`config.mk`:
```
export PLATFORM = sky130hd
export DESIGN_NAME = stack_unit
export DESIGN_NICKNAME = d
export VERILOG_FILES = /design/src/rtl/stack_unit_pkg.sv /design/src/rtl/stack_unit_stack_pointer.sv /design/src/rtl/stack_unit.sv
export SDC_FILE = /design/constraint.sdc
export NUM_CORES = 1
export LEC_CHECK = 0
export BUFFER_PORTS_ARGS = -buffer_cell sky130_fd_sc_hd__clkbuf_2
export CORE_MARGIN = 2
export CORE_UTILIZATION = 50
export DETAILED_ROUTE_END_ITERATION = 12
export GPL_ROUTABILITY_DRIVEN = 1
export PLACE_DENSITY = 0.79
export SETUP_SLACK_MARGIN = 0.5
export SYNTH_ARGS = -nofsm -noshare
export SYNTH_HDL_FRONTEND = slang
export SYNTH_SLANG_ARGS = --single-unit
```
`constraint.sdc`:
```
create_clock -name clk -period 3.3 [get_ports clk]
set_input_delay 0.33 -clock clk [delete_from_list [all_inputs] [get_ports clk]]
set_output_delay 0.33 -clock clk [all_outputs]
set_load 0.05 [all_outputs]
```
`src/rtl/stack_unit_pkg.sv`:
```
// Shared CPU package: stack FSM state encoding, word stride, flags width and
// default stack-region bounds used by the stack unit and its stack pointer.
package stack_unit_pkg;

  typedef enum logic [2:0] {
    ST_IDLE    = 3'd0,
    ST_PUSH_WR = 3'd1,
    ST_POP_RD  = 3'd2,
    ST_IRQ_PC  = 3'd3,
    ST_IRQ_FL  = 3'd4,
    ST_RETI_FL = 3'd5,
    ST_RETI_PC = 3'd6
  } state_t;

  // Bytes per stacked word; the stack grows downward by this amount.
  localparam int WORD_STRIDE = 4;

  // Width of the ALU flags saved in an interrupt frame.
  localparam int FLAGS_W = 4;

  // Default empty (top) address and lowest legal (full) address.
  localparam logic [15:0] SP_RESET_DEFAULT = 16'hFFFC;
  localparam logic [15:0] SP_LIMIT_DEFAULT = 16'hF000;

endpackage

```
`src/rtl/stack_unit_stack_pointer.sv`:
```
// Stack pointer register with +/- one-word arithmetic and bounds compares.
// The owner decides when to step; this block only reports empty/full for the
// current value and for the value one push/pop away.
module stack_pointer
  import stack_unit_pkg::*;
#(
  parameter int                ADDR_W   = 16,
  parameter logic [ADDR_W-1:0] SP_RESET = ADDR_W'(SP_RESET_DEFAULT),
  parameter logic [ADDR_W-1:0] SP_LIMIT = ADDR_W'(SP_LIMIT_DEFAULT)
) (
  input  logic              clk,
  input  logic              resetN,
  input  logic              i_dec,
  input  logic              i_inc,
  output logic [ADDR_W-1:0] o_sp,
  output logic [ADDR_W-1:0] o_sp_dec,
  output logic [ADDR_W-1:0] o_sp_inc,
  output logic              o_empty,
  output logic              o_full,
  output logic              o_dec_full,
  output logic              o_inc_empty
);

  localparam logic [ADDR_W-1:0] STRIDE = ADDR_W'(WORD_STRIDE);

  logic [ADDR_W-1:0] r_sp;
  logic [ADDR_W-1:0] w_sp_dec;
  logic [ADDR_W-1:0] w_sp_inc;

  // Arithmetic wraps modulo 2^ADDR_W; bounds policing is the owner's job.
  assign w_sp_dec = r_sp - STRIDE;
  assign w_sp_inc = r_sp + STRIDE;

  // Pointer register: a push step has priority if both are ever requested
  always_ff @(posedge clk or negedge resetN) begin
    if (!resetN) begin
      r_sp <= SP_RESET;
    end else if (i_dec) begin
      r_sp <= w_sp_dec;
    end else if (i_inc) begin
      r_sp <= w_sp_inc;
    end
  end

  assign o_sp        = r_sp;
  assign o_sp_dec    = w_sp_dec;
  assign o_sp_inc    = w_sp_inc;
  assign o_empty     = (r_sp == SP_RESET);
  assign o_full      = (r_sp == SP_LIMIT);
  assign o_dec_full  = (w_sp_dec == SP_LIMIT);
  assign o_inc_empty = (w_sp_inc == SP_RESET);

endmodule

```
`src/rtl/stack_unit.sv`:
```
// Memory-stage responder for push/pop/reti and interrupt-entry frame saves.
// Sequences one or two word transactions on the data-memory port, holds the
// pipeline while busy and returns popped data or the restored PC/flags.
// Optional feature macro: STACK_BOUNDS_CHECK_EN refuses pushes at the stack
// limit and pops at the empty address and raises a sticky stackFault.
module stack_unit
  import stack_unit_pkg::*;
#(
  parameter int                DATA_W   = 32,
  parameter int                ADDR_W   = 16,
  parameter logic [ADDR_W-1:0] SP_RESET = ADDR_W'(SP_RESET_DEFAULT),
  parameter logic [ADDR_W-1:0] SP_LIMIT = ADDR_W'(SP_LIMIT_DEFAULT)
) (
  input  logic               clk,
  input  logic               resetN,
  input  logic               push,
  input  logic               pop,
  input  logic               reti,
  input  logic               irqTake,
  input  logic [DATA_W-1:0]  pushData,
  input  logic [DATA_W-1:0]  irqPc,
  input  logic [FLAGS_W-1:0] flagsIn,
  output logic               memReq,
  output logic               memWe,
  output logic [ADDR_W-1:0]  memAddr,
  output logic [DATA_W-1:0]  memWdata,
  input  logic [DATA_W-1:0]  memRdata,
  input  logic               memAck,
  output logic               stall,
  output logic [DATA_W-1:0]  popData,
  output logic               popValid,
  output logic [DATA_W-1:0]  retiPc,
  output logic [FLAGS_W-1:0] retiFlags,
  output logic               retiValid,
  output logic [ADDR_W-1:0]  sp,
  output logic               stackFault
);

  localparam logic [ADDR_W-1:0] STRIDE = ADDR_W'(WORD_STRIDE);

  state_t              r_state;
  state_t              w_state_next;

  logic                r_mem_req;
  logic                r_mem_we;
  logic [ADDR_W-1:0]   r_mem_addr;
  logic [DATA_W-1:0]   r_mem_wdata;
  logic                w_req_next;
  logic                w_we_next;
  logic [ADDR_W-1:0]   w_addr_next;
  logic [DATA_W-1:0]   w_wdata_next;

  logic [FLAGS_W-1:0]  r_irq_flags;
  logic [FLAGS_W-1:0]  r_reti_flags_tmp;
  logic [DATA_W-1:0]   r_pop_data;
  logic                r_pop_valid;
  logic [DATA_W-1:0]   r_reti_pc;
  logic [FLAGS_W-1:0]  r_reti_flags;
  logic                r_reti_valid;

  logic [ADDR_W-1:0]   w_sp;
  logic [ADDR_W-1:0]   w_sp_dec;
  logic [ADDR_W-1:0]   w_sp_inc;
  logic [ADDR_W-1:0]   w_sp_dec2;
  logic                w_empty;
  logic                w_full;
  logic                w_dec_full;
  logic                w_inc_empty;

  logic                w_sp_dec_en;
  logic                w_sp_inc_en;
  logic                w_word_done;
  logic                w_fault_set;
  logic                w_capture;
  logic                w_pop_done;
  logic                w_flags_load;
  logic                w_reti_done;

  logic                w_refuse_push;
  logic                w_refuse_pop;
  logic                w_refuse_push2;
  logic                w_refuse_pop2;
  logic [DATA_W-1:0]   w_rd_word;

  stack_pointer #(
    .ADDR_W   (ADDR_W),
    .SP_RESET (SP_RESET),
    .SP_LIMIT (SP_LIMIT)
  ) u_stack_pointer (
    .clk         (clk),
    .resetN      (resetN),
    .i_dec       (w_sp_dec_en),
    .i_inc       (w_sp_inc_en),
    .o_sp        (w_sp),
    .o_sp_dec    (w_sp_dec),
    .o_sp_inc    (w_sp_inc),
    .o_empty     (w_empty),
    .o_full      (w_full),
    .o_dec_full  (w_dec_full),
    .o_inc_empty (w_inc_empty)
  );

  // Second frame word of an irq push lands one word below the first.
  assign w_sp_dec2 = w_sp_dec - STRIDE;

  // A word with no request outstanding was refused and finishes at once;
  // an ack with no request outstanding is never looked at.
  assign w_word_done = r_mem_req ? memAck : 1'b1;

  // Refused reads return zero.
  assign w_rd_word = r_mem_req ? memRdata : '0;

`ifdef STACK_BOUNDS_CHECK_EN
  // Second-word checks look at the pointer as it will be after the first
  // word retires (unchanged if the first word itself was refused).
  assign w_refuse_push  = w_full;
  assign w_refuse_pop   = w_empty;
  assign w_refuse_push2 = r_mem_req ? w_dec_full : w_full;
  assign w_refuse_pop2  = r_mem_req ? w_inc_empty : w_empty;

  logic r_fault;

  // Sticky fault: set by any refused word, cleared only by reset
  always_ff @(posedge clk or negedge resetN) begin
    if (!resetN) begin
      r_fault <= 1'b0;
    end else if (w_fault_set) begin
      r_fault <= 1'b1;
    end
  end

  assign stackFault = r_fault;
`else
  assign w_refuse_push  = 1'b0;
  assign w_refuse_pop   = 1'b0;
  assign w_refuse_push2 = 1'b0;
  assign w_refuse_pop2  = 1'b0;
  assign stackFault     = 1'b0;

  logic w_unused_bounds;
  assign w_unused_bounds = ^{w_empty, w_full, w_dec_full, w_inc_empty, w_fault_set};
`endif

  // State register
  always_ff @(posedge clk or negedge resetN) begin
    if (!resetN) begin
      r_state <= ST_IDLE;
    end else begin
      r_state <= w_state_next;
    end
  end

  // Next-state and next memory-port decode; commands accepted by priority
  always_comb begin
    w_state_next = r_state;
    w_req_next   = r_mem_req;
    w_we_next    = r_mem_we;
    w_addr_next  = r_mem_addr;
    w_wdata_next = r_mem_wdata;
    w_sp_dec_en  = 1'b0;
    w_sp_inc_en  = 1'b0;
    w_fault_set  = 1'b0;
    w_capture    = 1'b0;
    w_pop_done   = 1'b0;
    w_flags_load = 1'b0;
    w_reti_done  = 1'b0;
    case (r_state)
      ST_IDLE: begin
        if (irqTake) begin
          w_state_next = ST_IRQ_PC;
          w_capture    = 1'b1;
          w_req_next   = !w_refuse_push;
          w_we_next    = !w_refuse_push;
          w_fault_set  = w_refuse_push;
          w_addr_next  = w_sp_dec;
          w_wdata_next = irqPc;
        end else if (reti) begin
          w_state_next = ST_RETI_FL;
          w_req_next   = !w_refuse_pop;
          w_we_next    = 1'b0;
          w_fault_set  = w_refuse_pop;
          w_addr_next  = w_sp;
        end else if (pop) begin
          w_state_next = ST_POP_RD;
          w_req_next   = !w_refuse_pop;
          w_we_next    = 1'b0;
          w_fault_set  = w_refuse_pop;
          w_addr_next  = w_sp;
        end else if (push) begin
          w_state_next = ST_PUSH_WR;
          w_req_next   = !w_refuse_push;
          w_we_next    = !w_refuse_push;
          w_fault_set  = w_refuse_push;
          w_addr_next  = w_sp_dec;
          w_wdata_next = pushData;
        end
      end
      ST_PUSH_WR: begin
        if (w_word_done) begin
          w_sp_dec_en  = r_mem_req;
          w_req_next   = 1'b0;
          w_we_next    = 1'b0;
          w_state_next = ST_IDLE;
        end
      end
      ST_POP_RD: begin
        if (w_word_done) begin
          w_sp_inc_en  = r_mem_req;
          w_pop_done   = 1'b1;
          w_req_next   = 1'b0;
          w_state_next = ST_IDLE;
        end
      end
      ST_IRQ_PC: begin
        if (w_word_done) begin
          w_sp_dec_en  = r_mem_req;
          w_state_next = ST_IRQ_FL;
          w_req_next   = !w_refuse_push2;
          w_we_next    = !w_refuse_push2;
          w_fault_set  = w_refuse_push2;
          w_addr_next  = r_mem_req ? w_sp_dec2 : w_sp_dec;
          w_wdata_next = {{(DATA_W-FLAGS_W){1'b0}}, r_irq_flags};
        end
      end
      ST_IRQ_FL: begin
        if (w_word_done) begin
          w_sp_dec_en  = r_mem_req;
          w_req_next   = 1'b0;
          w_we_next    = 1'b0;
          w_state_next = ST_IDLE;
        end
      end
      ST_RETI_FL: begin
        if (w_word_done) begin
          w_sp_inc_en  = r_mem_req;
          w_flags_load = 1'b1;
          w_state_next = ST_RETI_PC;
          w_req_next   = !w_refuse_pop2;
          w_we_next    = 1'b0;
          w_fault_set  = w_refuse_pop2;
          w_addr_next  = r_mem_req ? w_sp_inc : w_sp;
        end
      end
      ST_RETI_PC: begin
        if (w_word_done) begin
          w_sp_inc_en  = r_mem_req;
          w_reti_done  = 1'b1;
          w_req_next   = 1'b0;
          w_state_next = ST_IDLE;
        end
      end
      default: begin
        w_state_next = ST_IDLE;
        w_req_next   = 1'b0;
        w_we_next    = 1'b0;
      end
    endcase
  end

  // Registered memory port; address and data hold while a request waits
  always_ff @(posedge clk or negedge resetN) begin
    if (!resetN) begin
      r_mem_req   <= 1'b0;
      r_mem_we    <= 1'b0;
      r_mem_addr  <= '0;
      r_mem_wdata <= '0;
    end else begin
      r_mem_req   <= w_req_next;
      r_mem_we    <= w_we_next;
      r_mem_addr  <= w_addr_next;
      r_mem_wdata <= w_wdata_next;
    end
  end

  // Hold interrupt flags from accept until the second frame word issues
  always_ff @(posedge clk or negedge resetN) begin
    if (!resetN) begin
      r_irq_flags <= '0;
    end else if (w_capture) begin
      r_irq_flags <= flagsIn;
    end
  end

  // Result registers: data holds between completions, valids pulse once
  always_ff @(posedge clk or negedge resetN) begin
    if (!resetN) begin
      r_pop_data       <= '0;
      r_pop_valid      <= 1'b0;
      r_reti_flags_tmp <= '0;
      r_reti_pc        <= '0;
      r_reti_flags     <= '0;
      r_reti_valid     <= 1'b0;
    end else begin
      r_pop_valid  <= w_pop_done;
      r_reti_valid <= w_reti_done;
      if (w_pop_done) begin
        r_pop_data <= w_rd_word;
      end
      if (w_flags_load) begin
        r_reti_flags_tmp <= w_rd_word[FLAGS_W-1:0];
      end
      if (w_reti_done) begin
        r_reti_pc    <= w_rd_word;
        r_reti_flags <= r_reti_flags_tmp;
      end
    end
  end

  assign stall     = (r_state != ST_IDLE) | push | pop | reti | irqTake;
  assign memReq    = r_mem_req;
  assign memWe     = r_mem_we;
  assign memAddr   = r_mem_addr;
  assign memWdata  = r_mem_wdata;
  assign popData   = r_pop_data;
  assign popValid  = r_pop_valid;
  assign retiPc    = r_reti_pc;
  assign retiFlags = r_reti_flags;
  assign retiValid = r_reti_valid;
  assign sp        = w_sp;

endmodule

```
After elaboration in Yosys (flattened, before gate mapping) --
Index checks and enable logic that the tools add are counted.
Storage, ports and cells: output and inout port bits 138, register bits after elaboration 147, logic and storage cells 99, input bits 107
Operators by class: equality and inequality tests 15, bitwise operators 5, add/subtract/negate cells 3, reductions and logical operators 16, muxes and demuxes 47
Operators with widths (count):
- $mux W32 | 6
- $mux W16 | 10
- $pmux W32 S2 | 1
- $pmux W16 S3 | 1
- $sub A16 B3 Y16 const B | 2
- $mux W3 | 7
- $mux W1 | 19
- $add A16 B3 Y16 const B | 1
- $pmux W3 S4 | 1
- $reduce_and A4 Y1 | 3
- $eq A3 B3 Y1 const B | 3
- $ne A3 B3 Y1 const B | 3
- $reduce_or A3 Y1 | 3
- $eq A3 B2 Y1 const B | 2
- $ne A2 B1 Y1 const B | 3
- $reduce_bool A3 Y1 | 2
- $ne A5 B5 Y1 const B | 1
- $reduce_and A5 Y1 | 1
- $ne A2 B2 Y1 const B | 2
- $or A1 B1 Y1 | 4
- $pmux W1 S4 | 1
- $reduce_bool A2 Y1 | 2
- $reduce_or A2 Y1 | 2
- $reduce_or A4 Y1 | 1
- 5 further kinds | 5

Depth between registers and ports, before layout --
word-level depth 6, mapped depth 11, depth with buffers taken out 8

By module --
Synthesis repeated with hierarchy kept, for this count alone.
Second synthesis, totals: cell total of the unflattened synthesis 840, area, all modules 7749.9 µm²
By module, submodules not included:
- stack_unit | cells each 647, area an instance 6183.4 µm², sequential area each 3278.1 µm², instances 1
- stack_pointer | cells each 193, area an instance 1566.5 µm², sequential area each 367.9 µm², instances 1

Worst setup path before layout --
Ideal clock, no wire load.
path type flip-flop to flip-flop, start reg u_stack_pointer.r_sp[2] (netlist: u_stack_pointer.o_sp[2]), end reg r_mem_addr[14] (netlist: memAddr[14]), slack 0.405 ns, stages on the path, launching flop included 11, path buffers 2, data required time 3.167 ns, data arrival time 2.762 ns, library setup time 0.133 ns, cells stage by stage dfstp_2 -> buf_2 -> buf_2 -> inv_1 -> ha_1 -> nor2b_1 -> nor4_1 -> o211ai_1 -> nor4_1 -> xnor2_1 -> o22ai_1
Between the ends: cells in the longest elaborated chain, start to end 6, elaborated cells on any way between the ends 12, those cells by class add/sub (3); mux (9)
Ends and longest elaborated chain:
- from (decl) | line stack_unit_stack_pointer.sv:26 | logic [ADDR_W-1:0] r_sp;
- from (signal assigned) | line stack_unit_stack_pointer.sv:39 | r_sp <= w_sp_dec;
- from (signal assigned) | line stack_unit_stack_pointer.sv:41 | r_sp <= w_sp_inc;
- parallel branches: the longest is 5 deep, another holds $sub A16 B3 Y16
- $pmux W16 S3 * | line stack_unit.sv:167 | case (r_state)
- to (signal assigned) | line stack_unit.sv:270 | r_mem_addr <= w_addr_next;
- to (decl) | line stack_unit.sv:46 | logic [ADDR_W-1:0] r_mem_addr;
Mark *: on every way between the ends. The select of a mux whose other input is x is not followed. A chain may end at the register's enable or synchronous reset.

Worst setup path in the final report --
Same ends and word-level chain as after synthesis.

==> metrics.txt <==
final design utilization 64.72%; fmax 380.5 MHz; post-cts gate resize count 0; worst min-delay path category in -> async; RSZ-0062 raised after global routing yes; clock network power share 17.8%; Reg2Reg Depth 8; worst-path fanout max 21; largest cells by area after synthesis dfrtp_1 43%, nand2_1 9.1%, o21ai_0 6.8%; crit path DAT 2.92 ns; CTS Root Cell clkbuf_16; delay-heaviest family, CP simple AND/OR/NAND/NOR gates; Max-slew headroom 21.51%; Final setup viols 0; most frequent cell on the critical path nor4_2; Port Buf Inserts 239; Reg power frac 29.0%; Psw 6105 uW; Fill cells 1277; Area growth syn-to-layout 25.35%; EDFF count, synth 0; vias per inst 5.657; vias 7099; Critical Path RT 3.59 ns; TritonCTS Buffers 17; Initial Utilization 51.63%; CP Buf/Inv Count 1; Worst path max stage delay 0.73 ns; Std-Cell Rows 44; Setup Fix Bufs, Post-CTS 0; antenna viol nets, final 0; GR Util All Layers 26.56%; Reg2Reg Launch Point u_stack_pointer.o_sp[2]; drt wl/cell 16.91 um; Power Density 1220 nW/um^2; grt ovf 0; hold buffer count at cts 0; Setup CP Type reg -> reg; Main synth FF type dfrtp_1; Sink Count 143; number of global-route vias before repair 6642; Stages on worst setup path 8; logic gate share of total power 53.1%; Synth Register Bits 143; CP startpoint u_stack_pointer.o_sp[2]; Reg clk slew, reported paths 0.06 ns; drt pass-1 iters 5; peak supply drop 0.5925 mV; layout net count 1168; ant diodes 0; DRC violations left 0; final RePlAce weighted congestion 0.9438; type of origin of the critical path flop; initial antenna violation count 0; r2r setup slk 0.67 ns; HPWL after DPL 15270 um; Die Span Y 127.0 um; worst-margin pin slew 1.175 ns; xor/xnor share of the synthesized area 4.402%; final hold viol count 0; mux cell area share after synthesis 5.511%; CTS tree done; area share of fa/ha/maj cells after synthesis 0.4964%; CTS Buffer Depth 2; Synth area leader dfrtp_1; Switching Share 52.78%; sequential element share of the synthesized area 47.56%; DIE WIDTH 127.0 um; synthesized area 7561 sq um; maxcap violations 0; Final Max Tran Viols 0; Compound-Gate Fraction of Synth Area 18.15%; IO Count 245; setup TNS 0 ns; skew final 0.01093 ns; Ys Warns 0; min Tclk post-route 2.628 ns; core area 14640 sq um; Yosys cell types 61; share of layout cells above drive strength 1 29.79%; Leakage 0.004639 uW; H-tree levels 4; Synth Area in Simple Gates 18.90%; cell-internal power 5462 uW; DIE AREA 16120 sq um; Detailed Route WL 21230 um; final period utilization 79.65%; ys async rst share 100.0%; pin count of the biggest net entering global routing 113; status completed; slowest CP cell dfstp_4; clock latency at the later pin of the worst-skew pair 0.42 ns; post-synth top area share 42.69%; CP endpoint kind flop; crit-path cells inv_1 -> ha_1 -> nor2b_1 -> nor4_2 -> o211ai_1 -> nor4_2 -> xnor2_1 -> o22ai_1; first-pass GRT wire length 34460 um; largest family of logic cells by synthesized area simple AND/OR/NAND/NOR gates; critical path capture point memAddr[14]; initial drt markers 579; Gate Count Post-Synth 856; worst reg2reg endpoint memAddr[14]; Avg Inst Size Synth 8.833 sq um
-- worst min path at each step --
stage,from,end,slack (ns),depth (start not counted)
after floorplan,resetN,memAddr[10],0.03,0
after global placement,popData[1],popData[1],0.46,2
after detailed placement,retiFlags[0],retiFlags[0],0.46,2
after CTS,resetN,retiPc[19],0.11,1
after global routing,flagsIn[2],r_irq_flags[2],0.15,2
final,resetN,popData[19],0.05,1
-- state kept, by name, indices dropped and copies added (netlist names) --
name and cells:
memWdata 32, popData 32, retiPc 32, memAddr 14, u_stack_pointer.o_sp 14, r_irq_flags 4, r_reti_flags_tmp 4, retiFlags 4
r_state 3, memReq 1, memWe 1, popValid 1, retiValid 1
-- routing by layer --
layer  wire, um  GRT usage (%)
met1       9260          36.79
met2       9655          41.43
met3       1790          5.905
met4        521          9.567
met5          0              0
-- area by class of cell --
type | instances | area, sq um | area share [%]
multi-input combinational | 629 | 3636 | 38.36
sequential | 143 | 3601 | 37.99
timing repair buffer | 256 | 1343 | 14.17
clock buffer | 20 | 446.7 | 4.713
tap | 184 | 230.2 | 2.429
clock inverter | 12 | 180.2 | 1.901
inverter | 11 | 41.29 | 0.4356
-- cell usage in the layout, fill, tap and decap left out, types with 16 or more instances in the layout --
| cell | n |
|---|---|
| clkbuf_16 | 17 |
| nor3_1 | 16 |
| o31ai_1 | 30 |
| clkbuf_2 | 238 |
| o21ai_0 | 103 |
| buf_4 | 16 |
| nand3_1 | 22 |
| a21oi_1 | 32 |
| mux2i_1 | 36 |
| nand2_1 | 183 |
| nor2_1 | 33 |
| dfrtp_1 | 128 |
| xnor2_1 | 25 |
-- through the flow --
stage	hold WS [ns]	cells	instance area (sq um)	power [uW]	setup slack, ns
3_3_place_gp	0.4601	1223	8841	9378	0.6663
6_report	0.05234	1255	9478	11570	0.6717
3_5_place_dp	0.4614	1223	8841	9486	0.5837
4_1_cts	0.1080	1255	9468	11560	0.5884
2_1_floorplan	0.03441	860	7582	7912	0.5111
5_1_grt	0.1482	1255	9478	12230	0.4930
-- power groups by stage --
stage	combinational [uW]	sequential (uW)	clock (uW)
2_1_floorplan	2590	5320	0
6_report	6150	3360	2060
3_3_place_gp	6040	3340	0
5_1_grt	6600	3480	2160
3_5_place_dp	6110	3370	0
4_1_cts	6130	3350	2080
-- cell families (layout without fill, tap and decap cells) --
kind of cell / Yosys count / after routing
other: 1 / 5
muxes: 41 / 41
and+or+nand+nor: 316 / 316
AOI/OAI and AO/OA: 226 / 226
buffers and inverters: 88 / 299
DFF: 143 / 143
adders and majority gates: 3 / 3
xor gates and xnor gates: 38 / 38
-- cell usage after synthesis, drive strengths merged, types with 3 or more instances --
cell type	instances
dfstp	14
o21ai	107
xor2	13
nor4	6
dfrtp	129
and2	5
a31oi	8
nor2b	5
mux2i	36
nand3b	3
buf	31
nor2	34
xnor2	25
nand4	11
o221ai	6
a22oi	4
a21oi	32
nand3	22
nand2b	8
o31ai	30
o32ai	3
o22ai	8
and3	8
a221oi	3
mux2	5
clkbuf	46
ha	3
inv	11
nand2	184
or4	3
or3	3
o21bai	3
o211ai	7
nor3	16
o21a	3
Note: power is estimated with default switching activity, not from simulation.
